$ cat config.mk
export PLATFORM = sky130hd
export DESIGN_NAME = zxuno_regbus_arbiter
export DESIGN_NICKNAME = d
export VERILOG_FILES = /design/src/rtl/zxuno_regbus_arbiter.sv
export SDC_FILE = /design/constraint.sdc
export NUM_CORES = 1
export LEC_CHECK = 0
export CORE_UTILIZATION = 28
export CTS_BUF_LIST = sky130_fd_sc_hd__clkbuf_4 sky130_fd_sc_hd__clkbuf_8 sky130_fd_sc_hd__clkbuf_16
export DETAILED_ROUTE_END_ITERATION = 10
export PLACE_DENSITY = 0.59
export SYNTH_ARGS = -nofsm -noshare
export SYNTH_HDL_FRONTEND = slang
export SYNTH_SLANG_ARGS = --single-unit
$ cat constraint.sdc
create_clock -name clk -period 2 [get_ports clk]
set_clock_uncertainty 0.05 [all_clocks]
set_input_delay 0.4 -clock clk [delete_from_list [all_inputs] [get_ports clk]]
set_output_delay 0.4 -clock clk [all_outputs]
set_load 0.03 [all_outputs]
$ cat src/rtl/zxuno_regbus_arbiter.sv
// Register-bus arbiter: the Z80 port decoder always owns the bus; one auxiliary master runs in CPU-idle gaps.
// Optional give-up-after-N-aborts behaviour is enabled with the REGARB_RETRY_LIMIT_EN macro.
module zxuno_regbus_arbiter #(
    parameter int ACCESS_CYCLES = 2,
    parameter int IDLE_GUARD    = 4,
    parameter int MAX_RETRIES   = 4
) (
    input  logic       clk,
    input  logic       rst_n,
    input  logic [7:0] cpu_addr,
    input  logic [7:0] cpu_din,
    input  logic       cpu_write,
    input  logic       cpu_read,
    input  logic       cpu_regaddr_changed,
    input  logic       aux_req,
    input  logic       aux_we,
    input  logic [7:0] aux_addr,
    input  logic [7:0] aux_wdata,
    output logic       aux_ack,
    output logic       aux_err,
    output logic [7:0] aux_rdata,
    output logic [7:0] reg_addr,
    output logic [7:0] reg_wdata,
    output logic       reg_write,
    output logic       reg_read,
    output logic       reg_regaddr_changed,
    input  logic [7:0] reg_rdata
);
    localparam int GW = $clog2(IDLE_GUARD + 1);
    localparam int AW = (ACCESS_CYCLES > 1) ? $clog2(ACCESS_CYCLES) : 1;
    localparam int RW = (MAX_RETRIES > 1) ? $clog2(MAX_RETRIES + 1) : 1;
    localparam logic [GW-1:0] GUARD_MAX = GW'(IDLE_GUARD);
    localparam logic [AW-1:0] ACC_LAST  = AW'(ACCESS_CYCLES - 1);

    typedef enum logic [1:0] {
        S_IDLE,
        S_A_ADDR,
        S_A_ACC,
        S_A_REST
    } state_t;

    state_t          state_q, state_d;
    logic [GW-1:0]   guard_q, guard_d;
    logic [AW-1:0]   acc_q, acc_d;
    logic [RW-1:0]   retry_q, retry_d;
    logic            lat_we_q, lat_we_d;
    logic [7:0]      lat_addr_q, lat_addr_d;
    logic [7:0]      lat_wdata_q, lat_wdata_d;
    logic [7:0]      rd_buf_q, rd_buf_d;
    logic [7:0]      reg_addr_q, reg_addr_d;
    logic [7:0]      reg_wdata_q, reg_wdata_d;
    logic            reg_write_q, reg_write_d;
    logic            reg_read_q, reg_read_d;
    logic            reg_chg_q, reg_chg_d;
    logic            aux_ack_q, aux_ack_d;
    logic [7:0]      aux_rdata_q, aux_rdata_d;
    logic            aux_err_d;
    logic            cpu_active;
    logic            abort;

    assign cpu_active = cpu_read | cpu_write | cpu_regaddr_changed;

    always_comb begin
        state_d     = state_q;
        guard_d     = '0;
        acc_d       = acc_q;
        retry_d     = retry_q;
        lat_we_d    = lat_we_q;
        lat_addr_d  = lat_addr_q;
        lat_wdata_d = lat_wdata_q;
        rd_buf_d    = rd_buf_q;
        reg_addr_d  = cpu_addr;
        reg_wdata_d = cpu_din;
        reg_write_d = cpu_write;
        reg_read_d  = cpu_read;
        reg_chg_d   = cpu_regaddr_changed;
        aux_ack_d   = 1'b0;
        aux_err_d   = 1'b0;
        aux_rdata_d = aux_rdata_q;
        abort       = 1'b0;

        case (state_q)
            S_IDLE: begin
                if (cpu_active) begin
                    guard_d = '0;
                end else if (guard_q != GUARD_MAX) begin
                    guard_d = guard_q + GW'(1);
                end else begin
                    guard_d = guard_q;
                end
                if (aux_req && !cpu_active && (guard_q >= GUARD_MAX)) begin
                    state_d     = S_A_ADDR;
                    guard_d     = '0;
                    lat_we_d    = aux_we;
                    lat_addr_d  = aux_addr;
                    lat_wdata_d = aux_wdata;
                    reg_addr_d  = aux_addr;
                    reg_wdata_d = aux_wdata;
                    reg_write_d = 1'b0;
                    reg_read_d  = 1'b0;
                    reg_chg_d   = 1'b1;
                end
            end
            S_A_ADDR: begin
                if (cpu_active) begin
                    abort = 1'b1;
                end else begin
                    state_d     = S_A_ACC;
                    acc_d       = ACC_LAST;
                    reg_addr_d  = lat_addr_q;
                    reg_wdata_d = lat_wdata_q;
                    reg_write_d = lat_we_q;
                    reg_read_d  = !lat_we_q;
                    reg_chg_d   = 1'b0;
                end
            end
            S_A_ACC: begin
                if (cpu_active) begin
                    abort = 1'b1;
                end else if (acc_q == '0) begin
                    // Consumers see the CPU address again with a change pulse so they resync.
                    state_d   = S_A_REST;
                    reg_chg_d = 1'b1;
                    if (!lat_we_q) begin
                        rd_buf_d = reg_rdata;
                    end
                end else begin
                    acc_d       = acc_q - AW'(1);
                    reg_addr_d  = lat_addr_q;
                    reg_wdata_d = lat_wdata_q;
                    reg_write_d = lat_we_q;
                    reg_read_d  = !lat_we_q;
                    reg_chg_d   = 1'b0;
                end
            end
            S_A_REST: begin
                state_d   = S_IDLE;
                aux_ack_d = 1'b1;
                retry_d   = '0;
                if (!lat_we_q) begin
                    aux_rdata_d = rd_buf_q;
                end
            end
            default: state_d = S_IDLE;
        endcase

        if (abort) begin
            state_d   = S_IDLE;
            reg_chg_d = 1'b1;
`ifdef REGARB_RETRY_LIMIT_EN
            if (retry_q == RW'(MAX_RETRIES - 1)) begin
                retry_d   = '0;
                aux_ack_d = 1'b1;
                aux_err_d = 1'b1;
            end else begin
                retry_d = retry_q + RW'(1);
            end
`else
            if (retry_q != '1) begin
                retry_d = retry_q + RW'(1);
            end
`endif
        end
    end

`ifdef REGARB_RETRY_LIMIT_EN
    logic aux_err_q;
    always_ff @(posedge clk) begin
        if (!rst_n) begin
            aux_err_q <= 1'b0;
        end else begin
            aux_err_q <= aux_err_d;
        end
    end
    assign aux_err = aux_err_q;
`else
    logic unused_err;
    assign unused_err = aux_err_d;
    assign aux_err    = 1'b0;
`endif

    always_ff @(posedge clk) begin
        if (!rst_n) begin
            state_q     <= S_IDLE;
            guard_q     <= '0;
            acc_q       <= '0;
            retry_q     <= '0;
            reg_addr_q  <= '0;
            reg_wdata_q <= '0;
            reg_write_q <= 1'b0;
            reg_read_q  <= 1'b0;
            reg_chg_q   <= 1'b1;
            aux_ack_q   <= 1'b0;
            aux_rdata_q <= '0;
        end else begin
            state_q     <= state_d;
            guard_q     <= guard_d;
            acc_q       <= acc_d;
            retry_q     <= retry_d;
            reg_addr_q  <= reg_addr_d;
            reg_wdata_q <= reg_wdata_d;
            reg_write_q <= reg_write_d;
            reg_read_q  <= reg_read_d;
            reg_chg_q   <= reg_chg_d;
            aux_ack_q   <= aux_ack_d;
            aux_rdata_q <= aux_rdata_d;
        end
        lat_we_q    <= lat_we_d;
        lat_addr_q  <= lat_addr_d;
        lat_wdata_q <= lat_wdata_d;
        rd_buf_q    <= rd_buf_d;
    end

    assign aux_ack             = aux_ack_q;
    assign aux_rdata           = aux_rdata_q;
    assign reg_addr            = reg_addr_q;
    assign reg_wdata           = reg_wdata_q;
    assign reg_write           = reg_write_q;
    assign reg_read            = reg_read_q;
    assign reg_regaddr_changed = reg_chg_q;

endmodule

==> out/metrics.yaml <==
status:
  status: "complete, no violations"
route:
  dr.pass1.iters: 4
  ant_nets: 0
  drc: 0
  wl_um: 5380
  drt-vias-per-instance: 4.52
  via_count: 1760
  first_iter_violations: 54
  avgRoutedWirePerCell_um: 13.8
place:
  place_hpwl_um: 3720
  io_buffers: 74
  dpl_cell_area_um2: 3430
  place_congestion: 0.768
  dp.cells: 371
finish:
  layoutNonFillerInstCount: 389
  mostFrequentLayoutCells: "clkdlybuf4s50_1, dfxtp_1, edfxtp_1"
  num_antenna_cells: 0
  stdcell_area_um2: 3670
  syn_to_final_growth_pct: 51.4
  post-route-util: 0.442
  drive_above_1_share: 0.239
  final_nets: 332
  final_common_cell: "clkdlybuf4s50_1"
cts:
  cts.clk_slew.worst_paths_ps: 70
  clk_latency_ps: 330
  cts.path.max_buffers: 2
  cts_resized: 0
  cts_inserted_buffers: 9
  cts_tree: "yes"
  cts-htree-levels: 3
  root_buffer: "clkbuf_8"
  cts_sinks: 59
global_routing:
  grt_overflow_total: 0
  grt_pass1_vias: 1808
  grt_max_degree: 23
  grtUsageTotal: 0.130
  antenna_found_initial: 0
  grt_pass1_wl_um: 8570
worst_setup_path:
  worstPathRequired_ps: 2220
  critPathLaunchType: "input port"
  critPathMaxFanout: 22
  r2r-start: "state_q[0]"
  arrival_ps: 2090
  endpoint_kind: "flip-flop"
  critPathKind: "input port to flip-flop"
  ff2ff_setup_slack_ps: 260
  rr_worst_depth: 7
  r2r-end: "reg_addr[6]"
worst_hold_path:
  hold_start: "rd_buf_q[1]"
  hold-path-cell-count: 2
  min_path_type: "flip-flop to flip-flop"
  hold-path-endpoint: "aux_rdata[1]"
timing:
  setup_tns_ps: 0
  drv_slew: 0
  fin_crit_sh: 0.935
  max_freq_ghz: 0.535
  holdWs_ps: 437
  grt_setup_unrepaired: "no"
  hold_violations: 0
  setup_violations: 0
  period_needed_ps: 1870
logic_synthesis:
  synth_area_um2: 2420
  ys_types: 41
  synth-edff-count: 25
  syn_inst: 179
  yosysWarnings: 0
  async_flop_share: 0
  synth-seq-cells: 59
  ys_seq_area_frac: 0.591
  synth_nets: 232
  avgSynthCellArea_um2: 13.5
  synthFlopType: "dfxtp_1"
floorplanning:
  die_y_um: 95.0
  die-area_um2: 9030
  io_pins: 76
  row_count: 33
  core_area_um2: 8300
  start_util: 0.292
  die-width_um: 95.0
power_and_ir_drop:
  irDropWorstVdd_uv: 403
  total_leakage_power_nw: 1.26
  p_per_area_nw_per_um2: 806
flow_run:
  cap_violations: 0
==> cell usage after synthesis (2+ instances only) <==
library cell / count / area (um2)
a21oi_1: 7 / 35.0
mux2i_1: 8 / 80.1
a22oi_2: 10 / 125
nand4_1: 2 / 12.5
ha_1: 6 / 75.1
nor2b_1: 2 / 12.5
nand2_1: 6 / 22.5
clkbuf_1: 2 / 7.51
inv_1: 5 / 18.8
buf_6: 3 / 33.8
nand3_1: 3 / 15.0
o2bb2ai_2: 10 / 150
nor3_1: 2 / 10.0
dfxtp_1: 34 / 681
o2bb2ai_1: 6 / 52.6
o21ai_2: 2 / 17.5
edfxtp_1: 25 / 751
nor2_1: 18 / 67.6
a22oi_1: 6 / 45.0
==> state kept, by name, summed over array words and instances, names as in the netlist, 2 cells and up <==
signal       count
lat_addr_q       8
guard_q          3
reg_addr         8
reg_wdata        8
state_q          2
lat_wdata_q      8
aux_rdata        8
rd_buf_q         8
==> cells by family (layout without fill, tap and decap cells) <==
group	count (synthesis)	count (layout)	share of synthesized area
flops	59	59	0.591
compound gates	50	50	0.216
simple gates	40	40	0.0842
buf+inv	14	119	0.0398
mux	8	8	0.0330
fa+ha+maj	6	6	0.0310
other cells	1	1	0.00155
xor+xnor	1	1	0.00361
==> how the worst max path moves through the flow <==
stage	start	to	slack, ps	cells after the start
finish	cpu_read	reg_addr[4]	130	7
CTS	state_q[0]	reg_wdata[7]	40	6
global placement	cpu_read	rd_buf_q[7]	-200	5
detailed placement	cpu_read	reg_addr[4]	-210	7
floorplan	cpu_read	rd_buf_q[0]	230	3
global route	cpu_read	reg_addr[6]	70	7
==> power by group <==
part	internal (mW)	leakage, nW	switching (mW)
Clock	0.696	0.101	0.498
Combinational	0.238	0.652	0.219
Sequential	1.29	0.504	0.0133
Total	2.23	1.26	0.731
==> timing repair <==
| item | 4_1_cts | 5_1_grt |
|---|---|---|
| setup endpoints to repair | 0 | 16 |
| hold buffers | 0 | 0 |
| buffers inserted | 0 | 2 |
==> routing by layer <==
metal | wire length, um | global-route usage
met5 | 0 | 0
met4 | 100 | 0.0669
met3 | 264 | 0.0502
met2 | 2640 | 0.208
met1 | 2370 | 0.150
==> critical path, cell delays in order <==
cell and delay, ps:
clkdlybuf4s50_1 420, or3_1 490, buf_4 200, nor2_8 130, buf_12 190, a22oi_2 100
o2bb2ai_2 140
==> layout make-up <==
cell class	count	area, um2
Sequential cell	59	1430
Inverter	5	18.8
Timing Repair Buffer	98	971
Tap cell	105	131
Clock inverter	7	92.6
Clock buffer	9	124
Fill cell	766	4630
Multi-Input combinational cell	106	901
==> stage by stage <==
stage                     total power [mW]  setup WS (ps)
after floorplan                       1.55            228
after global placement                1.77           -203
after detailed placement              1.78           -211
after CTS                             2.99           41.7
after global routing                  3.08           69.5
final                                 2.96            130
(Power assumes the default switching activity.)
